<file path="config.mk">
export PLATFORM = sky130hd
export DESIGN_NAME = clk_div_ctrl
export DESIGN_NICKNAME = d
export VERILOG_FILES = /design/src/rtl/clk_div_pkg.sv /design/src/rtl/clk_div_core.sv /design/src/rtl/clk_div_ctrl.sv
export SDC_FILE = /design/constraint.sdc
export NUM_CORES = 1
export LEC_CHECK = 0
export CAP_MARGIN = 25
export CORE_ASPECT_RATIO = 1.75
export CORE_MARGIN = 1.5
export CORE_UTILIZATION = 40
export CTS_BUF_LIST = sky130_fd_sc_hd__clkbuf_8
export CTS_CLUSTER_DIAMETER = 200
export DETAILED_ROUTE_END_ITERATION = 7
export SLEW_MARGIN = 5
export SYNTH_ARGS = -nofsm -noshare
export SYNTH_HDL_FRONTEND = slang
export SYNTH_SLANG_ARGS = --single-unit
</file>
<file path="constraint.sdc">
create_clock -name clk -period 15.8 [get_ports clk]
set_clock_uncertainty 0.2 [all_clocks]
set_input_delay 3.16 -clock clk [delete_from_list [all_inputs] [get_ports clk]]
set_output_delay 3.16 -clock clk [all_outputs]
set_load 0.005 [all_outputs]
</file>
<file path="src/rtl/clk_div_pkg.sv">
// Shared types and defaults for the runtime-programmable toggle clock divider.
// Latency: none (types and constants only); no backpressure.
package clk_div_pkg;

    localparam int CNT_W_DEF        = 16;
    localparam int DEFAULT_HALF_DEF = 2;

    typedef enum logic [1:0] {
        STOP  = 2'd0,
        RUN   = 2'd1,
        PEND  = 2'd2,
        DRAIN = 2'd3
    } state_e;

endpackage

</file>
<file path="src/rtl/clk_div_core.sv">
// Half-period counter with toggle output and registered one-cycle edge strobes.
// Latency: outputs update on the edge that ends a counted cycle; no backpressure.
module clk_div_core
    import clk_div_pkg::*;
#(
    parameter int CNT_W = CNT_W_DEF
) (
    input  logic             clk,
    input  logic             rst,
    input  logic             run_i,
    input  logic             clear_i,
    input  logic [CNT_W-1:0] half_i,
    output logic             wrap_o,
    output logic             clk_out_o,
    output logic             rise_o,
    output logic             fall_o
);

    localparam logic [CNT_W-1:0] ONE = CNT_W'(1);

    logic [CNT_W-1:0] cnt_q, cnt_d;
    logic             tgl_q, tgl_d;
    logic             rise_q, rise_d;
    logic             fall_q, fall_d;

    assign wrap_o    = (cnt_q == half_i - ONE);
    assign clk_out_o = tgl_q;
    assign rise_o    = rise_q;
    assign fall_o    = fall_q;

    always_comb begin
        cnt_d  = cnt_q;
        tgl_d  = tgl_q;
        rise_d = 1'b0;
        fall_d = 1'b0;
        if (clear_i) begin
            cnt_d = '0;
            tgl_d = 1'b0;
        end else if (run_i) begin
            if (wrap_o) begin
                cnt_d  = '0;
                tgl_d  = ~tgl_q;
                rise_d = ~tgl_q;
                fall_d = tgl_q;
            end else begin
                cnt_d = cnt_q + ONE;
            end
        end
    end

    always_ff @(posedge clk) begin
        if (rst) begin
            cnt_q  <= '0;
            tgl_q  <= 1'b0;
            rise_q <= 1'b0;
            fall_q <= 1'b0;
        end else begin
            cnt_q  <= cnt_d;
            tgl_q  <= tgl_d;
            rise_q <= rise_d;
            fall_q <= fall_d;
        end
    end

endmodule

</file>
<file path="src/rtl/clk_div_ctrl.sv">
// Divider controller: run/stop FSM, one-deep pending cfg, commits new N only at a clk_out fall.
// Latency: all outputs registered; cfg_ready drops while a pending cfg is held.
module clk_div_ctrl
    import clk_div_pkg::*;
#(
    parameter int CNT_W        = CNT_W_DEF,
    parameter int DEFAULT_HALF = DEFAULT_HALF_DEF
) (
    input  logic             clk,
    input  logic             rst,
    input  logic             en,
    input  logic             cfg_valid,
    input  logic [CNT_W-1:0] cfg_half,
    output logic             cfg_ready,
    output logic             cfg_err,
    output logic             clk_out,
    output logic             rise_pulse,
    output logic             fall_pulse,
    output logic             busy,
    output logic [CNT_W-1:0] cur_half
);

    localparam logic [CNT_W-1:0] HALF_RST = CNT_W'(DEFAULT_HALF);

    state_e           state_q, state_d;
    logic [CNT_W-1:0] cur_half_q, cur_half_d;
    logic [CNT_W-1:0] pend_q, pend_d;
    logic             pend_vld_q, pend_vld_d;
    logic             cfg_ready_q;
    logic             cfg_err_q;
    logic             busy_q;

    logic             hs, hs_ok;
    logic             core_run, core_clear, core_wrap, core_clk;
    logic [CNT_W-1:0] core_half;
    logic             fall_wrap;

    assign hs        = cfg_valid & cfg_ready_q;
    assign hs_ok     = hs & (cfg_half != '0);
    assign fall_wrap = core_wrap & core_clk;

    // A cfg taken while stopped must already govern the first low phase.
    assign core_half = (state_q == STOP && hs_ok) ? cfg_half : cur_half_q;

    clk_div_core #(.CNT_W(CNT_W)) u_core (
        .clk       (clk),
        .rst       (rst),
        .run_i     (core_run),
        .clear_i   (core_clear),
        .half_i    (core_half),
        .wrap_o    (core_wrap),
        .clk_out_o (core_clk),
        .rise_o    (rise_pulse),
        .fall_o    (fall_pulse)
    );

    always_comb begin
        state_d    = state_q;
        cur_half_d = cur_half_q;
        pend_d     = pend_q;
        pend_vld_d = pend_vld_q;
        core_run   = 1'b0;
        core_clear = 1'b0;
        unique case (state_q)
            STOP: begin
                if (hs_ok) cur_half_d = cfg_half;
                if (en) begin
                    core_run = 1'b1;
                    state_d  = RUN;
                end
            end
            RUN, PEND, DRAIN: begin
                // cfg_ready is low while pending is held, so a handshake implies it was empty.
                if (hs_ok) begin
                    pend_d     = cfg_half;
                    pend_vld_d = 1'b1;
                end
                if (!en && !core_clk) begin
                    core_clear = 1'b1;
                    state_d    = STOP;
                    pend_vld_d = 1'b0;
                    if (pend_vld_q)  cur_half_d = pend_q;
                    else if (hs_ok)  cur_half_d = cfg_half;
                end else begin
                    core_run = 1'b1;
                    if (fall_wrap && pend_vld_q) begin
                        cur_half_d = pend_q;
                        pend_vld_d = 1'b0;
                    end
                    if (fall_wrap && !en) begin
                        state_d    = STOP;
                        pend_vld_d = 1'b0;
                        if (hs_ok) cur_half_d = cfg_half;
                    end else if (!en) begin
                        state_d = DRAIN;
                    end else begin
                        state_d = pend_vld_d ? PEND : RUN;
                    end
                end
            end
            default: state_d = STOP;
        endcase
    end

    always_ff @(posedge clk) begin
        if (rst) begin
            state_q     <= STOP;
            cur_half_q  <= HALF_RST;
            pend_q      <= '0;
            pend_vld_q  <= 1'b0;
            cfg_ready_q <= 1'b1;
            cfg_err_q   <= 1'b0;
            busy_q      <= 1'b0;
        end else begin
            state_q     <= state_d;
            cur_half_q  <= cur_half_d;
            pend_q      <= pend_d;
            pend_vld_q  <= pend_vld_d;
            cfg_ready_q <= ~pend_vld_d;
            cfg_err_q   <= hs & (cfg_half == '0);
            busy_q      <= (state_d != STOP);
        end
    end

    assign cfg_ready = cfg_ready_q;
    assign cfg_err   = cfg_err_q;
    assign clk_out   = core_clk;
    assign busy      = busy_q;
    assign cur_half  = cur_half_q;

endmodule

</file>
==> metrics.csv <==
stage,metric,value,unit
run_status,status,finished clean,
routing,wire_per_inst,20.3,um
floorplan,die_w,82.6,um
layout,seqCellArea,1140,um^2
routing,dr.first_iter.drc_count,413,
grt,grt_pass1_wl,24600,um
grt,antenna_found_initial,0,
synthesis,yosysSeqAreaShare,25.7,%
synthesis,synth_area,4440,um^2
timing,fin_crit,8.62,ns
routing,viasPerCell,6.30,
worst_setup_path,required,15.87,ns
worst_setup_path,worstSetupPathDepth,15,
worst_setup_path,start_kind,primary input,
timing,finalSetupViolCount,0,
layout,fillCellCount,1130,
layout,final_nets,652,
synthesis,async_flop_share,0,%
timing,rsz0062_at_grt,no,
clock_network,htree_levels,3,
timing,fin_ws,7.18,ns
min_path,hold_depth,2,
worst_setup_path,worstPathArrival,8.68,ns
synthesis,ys_ff_latch,57,
worst_setup_path,worst-r2r-cell-count,13,
layout,multi_input_area,3020,um^2
clock_network,clockBufferDepth,2,
floorplan,start_util,41.3,%
floorplan,num_io_pins,42,
clock_network,cts_setup_buffers,0,
timing,period_share,54.5,%
clock_network,cts_hold_buffers,0,
min_path,min_path_type,reg -> reg,
clock_network,insertion_delay,0.35,ns
worst_setup_path,path_cells,clkdlybuf4s50_1 -> nor3_1 -> nand4_1 -> o21ai_4 -> mux2i_1 -> ha_1 -> nand3_1 -> mux2i_1 -> a311oi_1 -> nand2_1 -> o31ai_1 -> nand3_1 -> or3_4 -> o21a_1 -> a221oi_1,
placement,port_buffers,41,
synthesis,synthesis.nets,643,
synthesis,synth_cell_type_count,67,
synthesis,synth_top_flop_cell,dfxtp_1,
worst_setup_path,cp_slowest_cell,nand4_1,
floorplan,core_area,10800,um^2
synthesis,synth_cells,621,
routing,totalWireLength,15500,um
clock_network,clk_transition_reported_paths,0.07,ns
worst_setup_path,crit_fanout,21,
routing,first_pass_iters,6,
synthesis,yosys.area.top_type,dfxtp_1,
routing,antenna_left,0,
layout,most-common-layout-cells,"nand2_1 (87), nor2_1 (61), dfxtp_1 (57), a21oi_1 (53), nor3_1 (42)",
clock_network,cts_resized,0,
layout,layout.cells.most_common,nand2_1,
clock_network,cts_tree,yes,
synthesis,synth_edf_count,0,
timing,slew_headroom,29.1,%
layout,antenna_cells,0,
synthesis,synth_area_leaders,"dfxtp_1 (26%), nand2_1 (7.4%), a21oi_1 (6.0%)",
clock_network,cts-buffers-inserted,9,
floorplan,die_h,142,um
timing,hold_viol,0,
routing,drc,0,
clock_network,cts.sinks,57,
clock_network,cts-root-buf,clkbuf_8,
worst_setup_path,crit_type,in -> reg,
synthesis,synth_top_area_share,25.7,%
layout,syn2layout_area_growth,14.7,%
floorplan,row_count,50,
layout,final_cell_count_no_fill,765,
placement,place.gp.congestion,0.966,
synthesis,ys_warn_count,0,
timing,tns,0,ns
timing,fmax,0.116,GHz
grt,grt_max_degree,58,
job,maxCapViolCount,0,
worst_setup_path,crit_path_max_incr_delay,0.75,ns
grt,grt_pass1_vias,4664,
placement,dp.cells,748,
power,irDropWorstVdd,0.0532,mV
power,power_density,87.5,nW/um^2
routing,vias,4817,
grt,overflow,0,
timing,worst_pin_slew,1.06,ns
floorplan,die_area,11800,um^2
worst_setup_path,critPathCaptureType,flop,
placement,dp_hpwl,11200,um
placement,place_ws,7.02,ns
worst_setup_path,critPathTopFamily,simple AND/OR/NAND/NOR gates,
grt,grt_use_total,27.8,%
power,p_leak,0.00174,uW
synthesis,syn_area_per_cell,7.15,um^2
worst_setup_path,cp_num_buf_inv,1,
layout,layout-drive-gt1-share,7.72,%
timing,maxSlewViolCount,0,
[area by class of cell]
type	count	share of cell area (%)
clock inverters	5	1.52
inverters	12	0.885
multi-input cells	497	59.3
clock buffers	11	2.97
well taps	130	3.19
flip-flops and latches	57	22.4
repair buffers	53	9.68
[state kept, by name (all words and copies together), names as in the netlist]
name	count
state_q	2
u_core.fall_o	1
u_core.clk_out_o	1
cfg_err	1
busy	1
u_core.cnt_q	16
cur_half	16
pend_q	16
cfg_ready	1
pend_vld_q	1
u_core.rise_o	1
[worst reg2reg max path: cells and delay by family (launching register included)]
family / cells / cell delay (ns)
DFF: 1 / 0.39
muxes: 2 / 0.26
AOI/OAI and AO/OA: 5 / 1.72
and+or+nand+nor: 5 / 1.67
adders and majority gates: 1 / 0.33
[Yosys cell counts, types with 3 or more instances]
| library cell | count |
|---|---|
| o2111ai_1 | 3 |
| dfxtp_1 | 57 |
| o2bb2ai_1 | 3 |
| a21oi_1 | 53 |
| or4_1 | 6 |
| o21bai_1 | 3 |
| buf_1 | 3 |
| a221oi_1 | 4 |
| nor3_1 | 42 |
| o22a_1 | 7 |
| o31a_1 | 3 |
| or2_2 | 5 |
| o211ai_1 | 8 |
| o21ai_0 | 12 |
| xnor2_1 | 17 |
| nand2_1 | 87 |
| nand3_1 | 17 |
| buf_2 | 7 |
| nor4b_1 | 3 |
| nor4_2 | 4 |
| nor2_1 | 61 |
| o21ai_1 | 5 |
| a211oi_1 | 6 |
| nor4_1 | 8 |
| mux2_2 | 3 |
| inv_1 | 12 |
| nand2b_1 | 7 |
| o221ai_1 | 6 |
| and3_1 | 6 |
| or3_1 | 9 |
| a31oi_1 | 12 |
| nand4_1 | 8 |
| xor2_1 | 21 |
| o21a_1 | 4 |
| clkbuf_1 | 42 |
| o22ai_1 | 8 |
| o31ai_1 | 4 |
| mux2i_1 | 18 |
[layer usage]
layer | vias to the layer above | part of all wire [%] | global-route usage (%) | wire (um)
met5 | - | 0 | 0 | 0
met4 | 0 | 5.7 | 17.0 | 880
met3 | 57 | 5.8 | 5.38 | 905
met2 | 208 | 50 | 45.9 | 7800
met1 | 2275 | 38 | 32.1 | 5920
li1 | 2277 | - | - | -
[cells by family (layout without fill, tap and decap cells)]
kind of cell               Yosys count  in the layout  synth area share, %
AOI/OAI and AO/OA                  161            161                 24.5
xor gates and xnor gates            38             38                 7.50
adders and majority gates            2              2                0.563
buffers and inverters               67             81                 6.28
DFF                                 57             57                 25.7
muxes                               21             21                 4.82
and+or+nand+nor                    275            275                 30.6
[worst paths after layout]
path	from	slack [ns]	to
worst min-delay path	pend_q[6]$_SDFFE_PP0P_	0.27	pend_q[6]$_SDFFE_PP0P_
worst max register to register	cfg_ready$_SDFF_PP1_	11.13	cur_half[6]$_SDFF_PP0_
worst min register to register	pend_q[6]$_SDFFE_PP0P_	0.27	pend_q[6]$_SDFFE_PP0P_
worst max-delay path	cfg_half[2]	7.18	cur_half[6]$_SDFF_PP0_
[power breakdown]
part           switching, uW  internal (uW)  total [uW]
clock                   62.7           97.1         160
sequential              12.4            150         163
combinational           73.1           49.9         123
[through the flow]
stage	cell area [um^2]	util (%)	hold slack, ns	power, uW
after floorplan	4440	-	0.242	245
after detailed placement	4860	45.1	0.259	286
final	5090	47.3	0.272	446
after CTS	5090	47.3	0.268	445
after global routing	5090	47.3	0.296	467
after global placement	4860	45.1	0.253	285
No activity file was read; power rests on OpenSTA's default activity.
